File: src/rtl/pci_pkg.sv
// Shared constants and state encoding for the four-device PCI bus arbiter.
package pci_pkg;

    localparam int         NUM_DEV = 4;
    localparam logic [3:0] TIMEOUT = 4'd15;
    localparam int         TGT_LSB = 4;
    localparam int         TGT_MSB = 5;

    typedef enum logic [1:0] {
        ST_IDLE,
        ST_GRANT,
        ST_BUSY,
        ST_TURN
    } state_t;

    // Active-low grant vector with only device idx pulled low.
    function automatic logic [3:0] grant_mask(input logic [1:0] idx);
        grant_mask = ~(4'b0001 << idx);
    endfunction

endpackage

File: src/rtl/pci_arbiter_rr_pick.sv
// Round-robin winner search: first active-low request after owner, wrapping 3->0.
module rr_pick
    import pci_pkg::*;
(
    input  logic [3:0] req,
    input  logic [1:0] owner,
    output logic [1:0] winner,
    output logic       valid
);

    logic [1:0] idx;

    // Scan farthest-to-nearest so the device closest after owner is written last and wins.
    always_comb begin
        // NOTE: every output gets a default before the loop so no path leaves it unassigned (no latch).
        winner = owner;
        valid  = 1'b0;
        idx    = owner;
        for (int k = NUM_DEV; k >= 1; k--) begin
            idx = owner + 2'(k);
            if (!req[idx]) begin
                winner = idx;
                valid  = 1'b1;
            end
        end
    end

endmodule

File: src/rtl/pci_arbiter.sv
// Four-device PCI bus arbiter: round-robin grants, grant timeout, one-cycle
// turnaround between owners and a registered target-select decode.
module pci_arbiter
    import pci_pkg::*;
(
    input  logic        clk,
    input  logic        areset,
    input  logic [3:0]  req,
    input  logic        Frame,
    input  logic        IRDY,
    input  logic [31:0] addr_data,
    output logic [3:0]  gnt,
    output logic [3:0]  slotSel,
    output logic [1:0]  owner,
    output logic        addr_err
);

    state_t     state;
    logic [3:0] wait_cnt;
    logic [1:0] target;
    logic       decode_pend;
    logic       frame_low;
    logic       irdy_low;
    logic [1:0] pick_idx;
    logic       pick_valid;
    logic       unused_ad;

    assign unused_ad = ^{addr_data[31:TGT_MSB+1], addr_data[TGT_LSB-1:0]};

    // A floating or unknown shared line counts as released: only a clean 0 is "asserted".
    always_comb begin
        case (Frame)
            1'b0:    frame_low = 1'b1;
            default: frame_low = 1'b0;
        endcase
        case (IRDY)
            1'b0:    irdy_low = 1'b1;
            default: irdy_low = 1'b0;
        endcase
    end

    rr_pick u_pick (
        .req    (req),
        .owner  (owner),
        .winner (pick_idx),
        .valid  (pick_valid)
    );

    always_ff @(posedge clk) begin
        if (areset) begin
            state       <= ST_IDLE;
            gnt         <= 4'b1111;
            slotSel     <= 4'b0000;
            addr_err    <= 1'b0;
            owner       <= 2'd3;
            wait_cnt    <= 4'd0;
            target      <= 2'd0;
            decode_pend <= 1'b0;
        end else begin
            // NOTE: non-blocking throughout; these pulse defaults are simply overridden by later assignments below.
            slotSel  <= 4'b0000;
            addr_err <= 1'b0;
            case (state)
                ST_IDLE: begin
                    gnt <= 4'b1111;
                    if (pick_valid) begin
                        state    <= ST_GRANT;
                        gnt      <= grant_mask(pick_idx);
                        owner    <= pick_idx;
                        wait_cnt <= 4'd0;
                    end
                end
                ST_GRANT: begin
                    if (frame_low) begin
                        state       <= ST_BUSY;
                        target      <= addr_data[TGT_MSB:TGT_LSB];
                        decode_pend <= 1'b1;
                    end else if (req[owner]) begin
                        state <= ST_IDLE;
                        gnt   <= 4'b1111;
                    end else if (wait_cnt == TIMEOUT) begin
                        // Owner keeps the timed-out device so the next search starts past it.
                        state <= ST_IDLE;
                        gnt   <= 4'b1111;
                    end else begin
                        wait_cnt <= wait_cnt + 4'd1;
                    end
                end
                ST_BUSY: begin
                    if (decode_pend) begin
                        decode_pend <= 1'b0;
                        if (target != owner) slotSel  <= 4'b0001 << target;
                        else                 addr_err <= 1'b1;
                    end
                    if (!frame_low && !irdy_low) begin
                        state <= ST_TURN;
                        gnt   <= 4'b1111;
                    end
                end
                ST_TURN: begin
                    state <= ST_IDLE;
                end
                default: begin
                    state <= ST_IDLE;
                    gnt   <= 4'b1111;
                end
            endcase
        end
    end

endmodule

File: config.mk
export PLATFORM = sky130hd
export DESIGN_NAME = pci_arbiter
export DESIGN_NICKNAME = d
export VERILOG_FILES = /design/src/rtl/pci_pkg.sv /design/src/rtl/pci_arbiter_rr_pick.sv /design/src/rtl/pci_arbiter.sv
export SDC_FILE = /design/constraint.sdc
export NUM_CORES = 1
export LEC_CHECK = 0
export ABC_CLOCK_PERIOD_IN_PS = 4400
export CORE_MARGIN = 3
export CORE_UTILIZATION = 45
export CTS_BUF_LIST = sky130_fd_sc_hd__clkbuf_8
export CTS_CLUSTER_DIAMETER = 120
export CTS_CLUSTER_SIZE = 24
export DETAILED_ROUTE_END_ITERATION = 12
export GPL_TIMING_DRIVEN = 0
export PLACE_DENSITY_LB_ADDON = 0.1
export REMOVE_ABC_BUFFERS = 1
export SETUP_SLACK_MARGIN = 0.05
export SYNTH_ARGS = -nofsm -noshare
export SYNTH_HDL_FRONTEND = slang
export SYNTH_SLANG_ARGS = --single-unit
File: constraint.sdc
create_clock -name clk -period 4.4 [get_ports clk]
set_input_delay 0.88 -clock clk [delete_from_list [all_inputs] [get_ports clk]]
set_output_delay 0.88 -clock clk [all_outputs]
set_load 0.05 [all_outputs]
* Word level (Yosys, flattened, before mapping) *
Index checks and enable logic that the tools add are counted.

storage, ports and cells
  memory bits (read-only) = 0
  word-level logic and storage cells = 84
  output and inout port bits = 11
  memories kept = 0
  register bits = 20
  memory bits (writable) = 0
  latch bits = 0
  bits of input ports = 40

cells by class
  equality and inequality tests = 13
  divide/modulo/power cells = 0
  bitwise operators = 5
  reductions and logical operators = 13
  multipliers = 0
  $lt $le $gt $ge = 4
  add/subtract/negate cells = 4
  multiplexer cells = 35
  shifts and indexed selects = 2

operators with widths
  cell                                                                   number
  4-bit two-way mux                                                      9
  2-bit two-way mux                                                      8
  2-bit by 3-bit < comparator with 1-bit output (second input constant)  4
  2-bit != test (second input constant)                                  6
  4-bit one-hot mux with 3 select lines                                  1
  1-bit two-way mux                                                      10
  1-bit binary-select mux with 2-bit select                              4
  2-bit one-hot mux with 4 select lines                                  1
  4-bit one-hot mux with 2 select lines                                  1
  1-bit by 2-bit << shifter with 4-bit output (first input constant)     2
  2-bit AND reduction                                                    3
  5-bit AND reduction                                                    1
  2-bit adder (second input constant)                                    2
  4-bit by 1-bit adder with 4-bit output (second input constant)         1
  2-bit == test (second input constant)                                  2
  4-bit == test (second input constant)                                  1
  4-bit by 3-bit != test with 1-bit output (second input constant)       1
  1-bit inverter                                                         4
  4-bit inverter                                                         1
  4-bit AND reduction                                                    1
  2-bit nonzero test                                                     2
  4-bit OR reduction                                                     1
  3-bit by 2-bit != test with 1-bit output (second input constant)       1
  3-bit AND reduction                                                    1
  other kinds (8)                                                        8

* Logic depth before layout (Yosys ltp) *
Gate-level depths: netlist of the first run.

  depth in word-level cells = 10
  gate-level depth with buffers = 7
  mapped depth without buffers = 6

* Modules after synthesis *
A second synthesis of the first run with hierarchy kept.

second synthesis, totals
  cell total of the unflattened synthesis = 128
  area total of the unflattened synthesis = 1093.5 um^2

modules (own cells, without submodules)
  module       instances  cells each  area an instance (um^2)  sequential area each (um^2)
  pci_arbiter  1          114         1016.0                   400.4
  rr_pick      1          14          77.6                     0.0

* Least setup slack after synthesis of the first run *
No wires, ideal clock.

  kind = input to register
  start point = in req[3]
  end point = reg wait_cnt[3]
  path slack = 2.107 ns
  arrival = 2.169 ns
  stages = 5
  path buffers = 1
  path through = mux4_2 or3_1 buf_2 a221oi_1 o21ai_0

between the ends
  cells in the longest elaborated chain, start to end = 8
  elaborated cells between the ends (all ways) = 15
  those cells by class = eq/ne (2); mux (12); reduce/logical (1)

ends and longest elaborated chain
  item                                       line                                          RTL
  start: declaration                         pci_arbiter.sv:8                              input logic [3:0] req,
  1-bit binary-select mux with 2-bit select  pci_arbiter_rr_pick.sv:21, pci_arbiter.sv:78
  1-bit two-way mux (not written as such)    pci_arbiter_rr_pick.sv:21, pci_arbiter.sv:78
  1-bit two-way mux (4 in a row)             pci_arbiter_rr_pick.sv:21                     if (!req[idx]) begin
  2-bit != test (no source line)             -
  5-bit AND reduction (no source line) *     -
  end signal: assignment                     pci_arbiter.sv:86                             wait_cnt <= wait_cnt + 4'd1;
  end: declaration                           pci_arbiter.sv:19                             logic [3:0] wait_cnt;

Mark *: on every way between the ends. The rest lies on a longest branch, timed or not. The select of a mux whose other input is x is not followed.
A chain may end at the register's enable or synchronous reset.

* Final worst setup path of the first run *
Same ends and word-level chain as after synthesis.

==> results.cfg, run 1 <==
[route]
drtPass1Iterations = 4
post-route-drc-count = 0
wirelength_mm = 2.47
ant_nets = 0
detail_route.wl_per_cell_um = 14.2
vias_per_cell = 5.89
num_vias = 1025
detailedRoute.firstIterationViolations = 23

[global_routing]
global_route_wire_length_before_repair_mm = 4.03
use_met2 = 0.289
met3_layer_usage_reported_by_global_route = 0.0322
initial_antenna_violation_count = 0
total_global_route_track_usage = 0.185
groute.layer.met1.usage = 0.253
grt_most_used_layer = met2
number_of_global_route_vias_before_repair = 896
global_route.overflow_total = 0
largest_net_degree_at_the_start_of_global_routing = 18

[power_and_ir_drop]
switching_power_summed_over_all_nets_w = 0.000183
clkPwrFrac = 0.261
pwr-share-comb = 0.323
share_seq_of_total_power = 0.416
p_per_cell_area_nw_per_um2 = 392
cellInternalPower_w = 0.000344
leakagePower_nw = 0.482
worst_ir_drop_vdd_uv = 221
switching_power_as_a_share_of_total_power = 0.348

[placement]
dp_hpwl_mm = 1.87
place_congestion = 0.793
placed_cells = 170
numPortBuffers = 20
placedInstanceArea_um2 = 1290

[final_layout]
final_cells = 174
final_core_util = 0.602
insertedDiodeCount = 0
layout-drive-gt1-share = 0.0411
area.growth.synth_to_final_pct = 24.7
final_net_count = 193
layout.cell_area.non_filler_um2 = 1350

[clock_tree]
cts_made_buffers = 3
cts_tree = built
path_clk_slew_ns = 0.07
cts-hold-fix-buffers = 0
clk_latency_ns = 0.25
post-cts-setup-buffers = 0
cts_root_buf = clkbuf_8
clock-sinks = 20
cts_max_path_buffers = 2
h-tree-depth = 1
cts_resized = 0

[sta]
timing.fmax_ghz = 0.374
fin_worst_skew_ns = 0.000781
timing.final.setup_violations = 0
tightestPinTransition_ns = 0.632
final-max-slew-violation-count = 0
timing.final.hold_violations = 0
worst_slew_margin_rel = 0.574
min_period_over_period = 0.608
rsz0062_at_grt = false
hold-worst-slack_ns = 0.490
setup_total_negative_slack_ns = 0
fin_crit_ns = 2.68

[worst_setup_path]
r2r-start = owner[0]$_SDFFE_PP1P_
worstSetupPathType = primary input to register
rr_worst_depth = 4
r2r_slack_ns = 2.24
timing.rr.end = wait_cnt[3]$_SDFFE_PP0P_
crit_path_max_fo = 6
worst_setup_sp_type = primary input
worstPathRequired_ns = 4.54
critical_path.endpoint_type = register
timing.critical_path.arrival_ns = 2.82

[synth]
synth.lib_cells_used.distinct = 39
synth_seq_area_share = 0.371
synth_area_per_cell_um2 = 8.43
synth.ff_latch_count = 20
mappedNetlistArea_um2 = 1080
ys.warnings.count = 0
number_of_flops_mapped_to_enable_cells_by_yosys = 0
synthesis.instances = 128
ys_async_sr_fraction = 0
synth_flop_cell = dfxtp_1

[min_path]
min_path_type = register to register
timing.hold.worst_path_depth = 2
hold_start = decode_pend$_SDFFE_PP0P_
worst_hold_path.endpoint = decode_pend$_SDFFE_PP0P_

[floorplanning]
dieArea_um2 = 3020
core_area_um2 = 2230
chipHeight_um = 55.0
rows = 17
die_width_um = 55.0
num_io_pins = 51
start_util = 0.483

[outcome]
outcome = finished clean

[job]
drv.max_cap_violation_count = 0
through the flow:
step	total power (W)	worst slack [ns]
floorplan	0.000338	2.09
global placement	0.000388	1.52
detailed placement	0.000392	1.47
CTS	0.000530	1.73
global route	0.000562	1.58
finish	0.000527	1.72
sequential cells by signal, summed over array words and instances (netlist names), named ones only:
name	flops
target	2
state	1
gnt	4
owner	2
slotSel	4
decode_pend	1
addr_err	1
wait_cnt	4
critical path: stages:
cell,delay [ns]
clkdlybuf4s50_1,0.50
mux4_2,0.54
or3_1,0.49
a221oi_1,0.30
o21ai_0,0.11
routing by layer:
metal  vias to the layer above  wire [µm]
met1                       486       1160
met3                         2        116
met2                        24       1190
met5                         -          0
li1                        513          -
met4                         0         12
power groups by stage:
stage	logic [W]	registers, W	clock network [W]
floorplan	0.0000861	0.000252	0
global placement	0.000166	0.000223	0
detailed placement	0.000169	0.000223	0
CTS	0.000170	0.000219	0.000141
global route	0.000187	0.000223	0.000152
finish	0.000170	0.000219	0.000138
kinds of logic after synthesis:
family / count (synthesis) / synth area share
xor gates and xnor gates: 2 / 0.0162
adders and majority gates: 6 / 0.0696
and+or+nand+nor: 53 / 0.258
buffers and inverters: 13 / 0.0464
AOI/OAI and AO/OA: 33 / 0.218
muxes: 1 / 0.0209
DFF: 20 / 0.371
synth_stat cells (all sizes together) (2+ instances only):
master    n  area share
dfxtp    20        0.37
nand2    18       0.063
inv       7       0.024
a21oi     6       0.028
ha        6       0.070
nor3      6       0.028
clkbuf    5       0.017
nand3     5       0.023
a311oi    4       0.032
a31oi     4       0.023
o21ai     4       0.019
nand2b    3       0.017
nor2      3       0.010
nor2b     3       0.017
nor4      3       0.017
o211ai    3       0.021
a2111oi   2       0.016
and2      2       0.012
and3      2       0.012
nor4b     2       0.016
xor2      2       0.016
cells in the final DEF (no fill, tap or decap), drive strengths merged, types with 3 or more instances in the layout:
| cell | synthesis | layout |
|---|---|---|
| a21oi | 6 | 6 |
| a311oi | 4 | 4 |
| a31oi | 4 | 4 |
| clkbuf | 5 | 4 |
| clkdlybuf4s50 | 0 | 20 |
| dfxtp | 20 | 20 |
| ha | 6 | 6 |
| inv | 7 | 7 |
| nand2 | 18 | 18 |
| nand2b | 3 | 3 |
| nand3 | 5 | 5 |
| nor2 | 3 | 3 |
| nor2b | 3 | 3 |
| nor3 | 6 | 6 |
| nor4 | 3 | 3 |
| o211ai | 3 | 3 |
| o21ai | 4 | 4 |
cell type report:
cell class / instances / area [µm²]
flip-flops and latches: 20 / 400
inverters: 7 / 26.3
fillers: 228 / 888
well taps: 28 / 35.0
multi-input cells: 95 / 628
repair buffers: 20 / 200
clock buffers: 4 / 55.1
how the worst max path moves through the flow:
stage,cells past startpoint,endpoint,start,slack [ns]
floorplan,4,wait_cnt[3]$_SDFFE_PP0P_,owner[0]$_SDFFE_PP1P_,2.09
global placement,5,wait_cnt[3]$_SDFFE_PP0P_,req[3],1.52
detailed placement,5,wait_cnt[3]$_SDFFE_PP0P_,req[3],1.47
CTS,5,wait_cnt[3]$_SDFFE_PP0P_,req[3],1.73
global route,5,gnt[1]$_SDFFE_PP1P_,req[1],1.58
finish,5,wait_cnt[3]$_SDFFE_PP0P_,req[3],1.72
No activity file was read; power rests on OpenSTA's default activity.
==> inputs of run 2 (changes only) <==
--- a/config.mk
+++ b/config.mk
@@ -5,9 +5,9 @@
 export SDC_FILE = /design/constraint.sdc
 export NUM_CORES = 1
 export LEC_CHECK = 0
-export ABC_CLOCK_PERIOD_IN_PS = 4400
+export ABC_CLOCK_PERIOD_IN_PS = 2200
 export CORE_MARGIN = 3
-export CORE_UTILIZATION = 45
+export CORE_UTILIZATION = 38
 export CTS_BUF_LIST = sky130_fd_sc_hd__clkbuf_8
 export CTS_CLUSTER_DIAMETER = 120
 export CTS_CLUSTER_SIZE = 24
==> constraint.sdc (replaced) <==
create_clock -name clk -period 2.2 [get_ports clk]
set_input_delay 0.44 -clock clk [delete_from_list [all_inputs] [get_ports clk]]
set_output_delay 0.44 -clock clk [all_outputs]
set_load 0.05 [all_outputs]
==> run 2 against run 1 <==
Clock power rose by 72%. Sequential share of layout area shrank 0.43 points. Cell area increased by 1.8%. Hold slack better by 0.011 ns. Global-route usage fell by 4.3 points. Setup slack lost 1.6 ns. Combinational power up 110%. Critical path type unchanged.
==> results.cfg, run 2 (synthesis results as in run 1) <==
[clock_tree]
clock-sinks = 20
cts_root_buf = clkbuf_8
cts_made_buffers = 3
cts_tree = built
cts_max_path_buffers = 2
clk_latency_ns = 0.25
cts-hold-fix-buffers = 0
h-tree-depth = 1
path_clk_slew_ns = 0.07

[final_layout]
seq_area_um2 = 402
area.growth.synth_to_final_pct = 26.9
layout-drive-gt1-share = 0.0759
leading_cell_types_in_the_layout_fill_and_taps_excluded = 19 x dfxtp_1, 18 x nand2_1, 14 x clkdlybuf4s50_1
insertedDiodeCount = 0
final_cells = 175
final_core_util = 0.529
layout_commonest_cell = dfxtp_1
reg.largest.list = gnt x4, slotSel x4, wait_cnt x4
multiInputGateArea_um2 = 654
final_net_count = 193
final.fill_count = 245

[worst_setup_path]
timing.critical_path.arrival_ns = 2.29
rr_worst_depth = 6
crit_path_max_fo = 6
r2r_slack_ns = 0.21
crit_start = req[2]
worst_setup_sp_type = primary input
critical_path.endpoint_type = register
worstPathRequired_ns = 2.37
timing.rr.end = gnt[0]$_SDFFE_PP1P_
worstSetupPathType = primary input to register

[global_routing]
largest_net_degree_at_the_start_of_global_routing = 18
global_route_wire_length_before_repair_mm = 3.83
global_route.overflow_total = 0
initial_antenna_violation_count = 0
total_global_route_track_usage = 0.142
number_of_global_route_vias_before_repair = 847

[power_and_ir_drop]
worst_ir_drop_vdd_uv = 438
p_per_cell_area_nw_per_um2 = 750
leakagePower_nw = 0.520

[route]
ant_nets = 0
detail_route.wl_per_cell_um = 13.8
wirelength_mm = 2.42
detailedRoute.firstIterationViolations = 27
post-route-drc-count = 0
drtPass1Iterations = 4
vias_per_cell = 5.78
num_vias = 1012

[sta]
rsz0062_at_grt = true
fin_crit_ns = 2.12
timing.final.setup_violations = 0
fin_worst_skew_ns = 0.00412
timing.fmax_ghz = 0.471
tightestPinTransition_ns = 0.625
worst_slew_margin_rel = 0.579
timing.final.hold_violations = 0
min_period_over_period = 0.964
final-max-slew-violation-count = 0

[placement]
placed_cells = 172
dp_hpwl_mm = 1.82
numPortBuffers = 20
place_congestion = 0.806

[floorplanning]
die_width_um = 59.3
num_io_pins = 51
dieArea_um2 = 3510
rows = 18
chipHeight_um = 59.3
core_area_um2 = 2590
start_util = 0.416

[outcome]
outcome = finished clean

[min_path]
min_path_type = register to register
timing.hold.worst_path_depth = 2

[job]
drv.max_cap_violation_count = 0
## run 2: worst min-delay path by stage
stage	start	endpoint	slack, ns
after floorplan	wait_cnt[0]$_SDFFE_PP0P_	wait_cnt[0]$_SDFFE_PP0P_	0.44
after CTS	wait_cnt[3]$_SDFFE_PP0P_	wait_cnt[3]$_SDFFE_PP0P_	0.51
after global placement	wait_cnt[0]$_SDFFE_PP0P_	wait_cnt[0]$_SDFFE_PP0P_	0.46
after global routing	wait_cnt[0]$_SDFFE_PP0P_	wait_cnt[0]$_SDFFE_PP0P_	0.53
after detailed placement	decode_pend$_SDFFE_PP0P_	decode_pend$_SDFFE_PP0P_	0.48
final	wait_cnt[3]$_SDFFE_PP0P_	wait_cnt[3]$_SDFFE_PP0P_	0.50
## run 2: where the power goes
part	internal [W]	total, W	switching [W]
combinational	0.000140	0.000349	0.000209
sequential	0.000393	0.000440	0.0000465
clock	0.000122	0.000238	0.000116
## run 2: final cells by class
class,count,share of cell area
multi-input combinational,95,0.478
sequential,20,0.293
timing repair buffer,20,0.152
clock buffer,3,0.0302
tap,30,0.0274
inverter,7,0.0192
## run 2: metrics by stage
| stage | setup TNS, ns | power, W | setup WS (ns) | hold WS, ns | cell area [µm²] |
|---|---|---|---|---|---|
| floorplan | -0.425 | 0.000676 | -0.109 | 0.440 | 1050 |
| global placement | -2.01 | 0.000779 | -0.281 | 0.462 | 1290 |
| detailed placement | -2.20 | 0.000784 | -0.271 | 0.478 | 1290 |
| CTS | 0 | 0.00102 | 0.0461 | 0.506 | 1340 |
| global route | 0 | 0.00108 | 0.0109 | 0.529 | 1370 |
| finish | 0 | 0.00103 | 0.0781 | 0.501 | 1370 |
## run 2: timing repair
item                                    in CTS  in global routing
endpoints found under the setup margin       4                 11
buffers inserted                             0                  0
pin swaps                                    0                  0
resized for setup                            3                  9
## run 2: worst max-delay path, cell delays in order
cell and delay (ns):
clkdlybuf4s50_1 0.47, mux4_2 0.54, or3_4 0.45, a311o_1 0.32
o31ai_1 0.06
## run 2: layer usage
| layer | vias up | track usage | routed length [µm] |
|---|---|---|---|
| met5 | - | 0 | 0 |
| met4 | 0 | 0.0388 | 14 |
| met3 | 2 | 0.0283 | 128 |
| met2 | 23 | 0.217 | 1060 |
| met1 | 474 | 0.203 | 1210 |
| li1 | 513 | - | - |
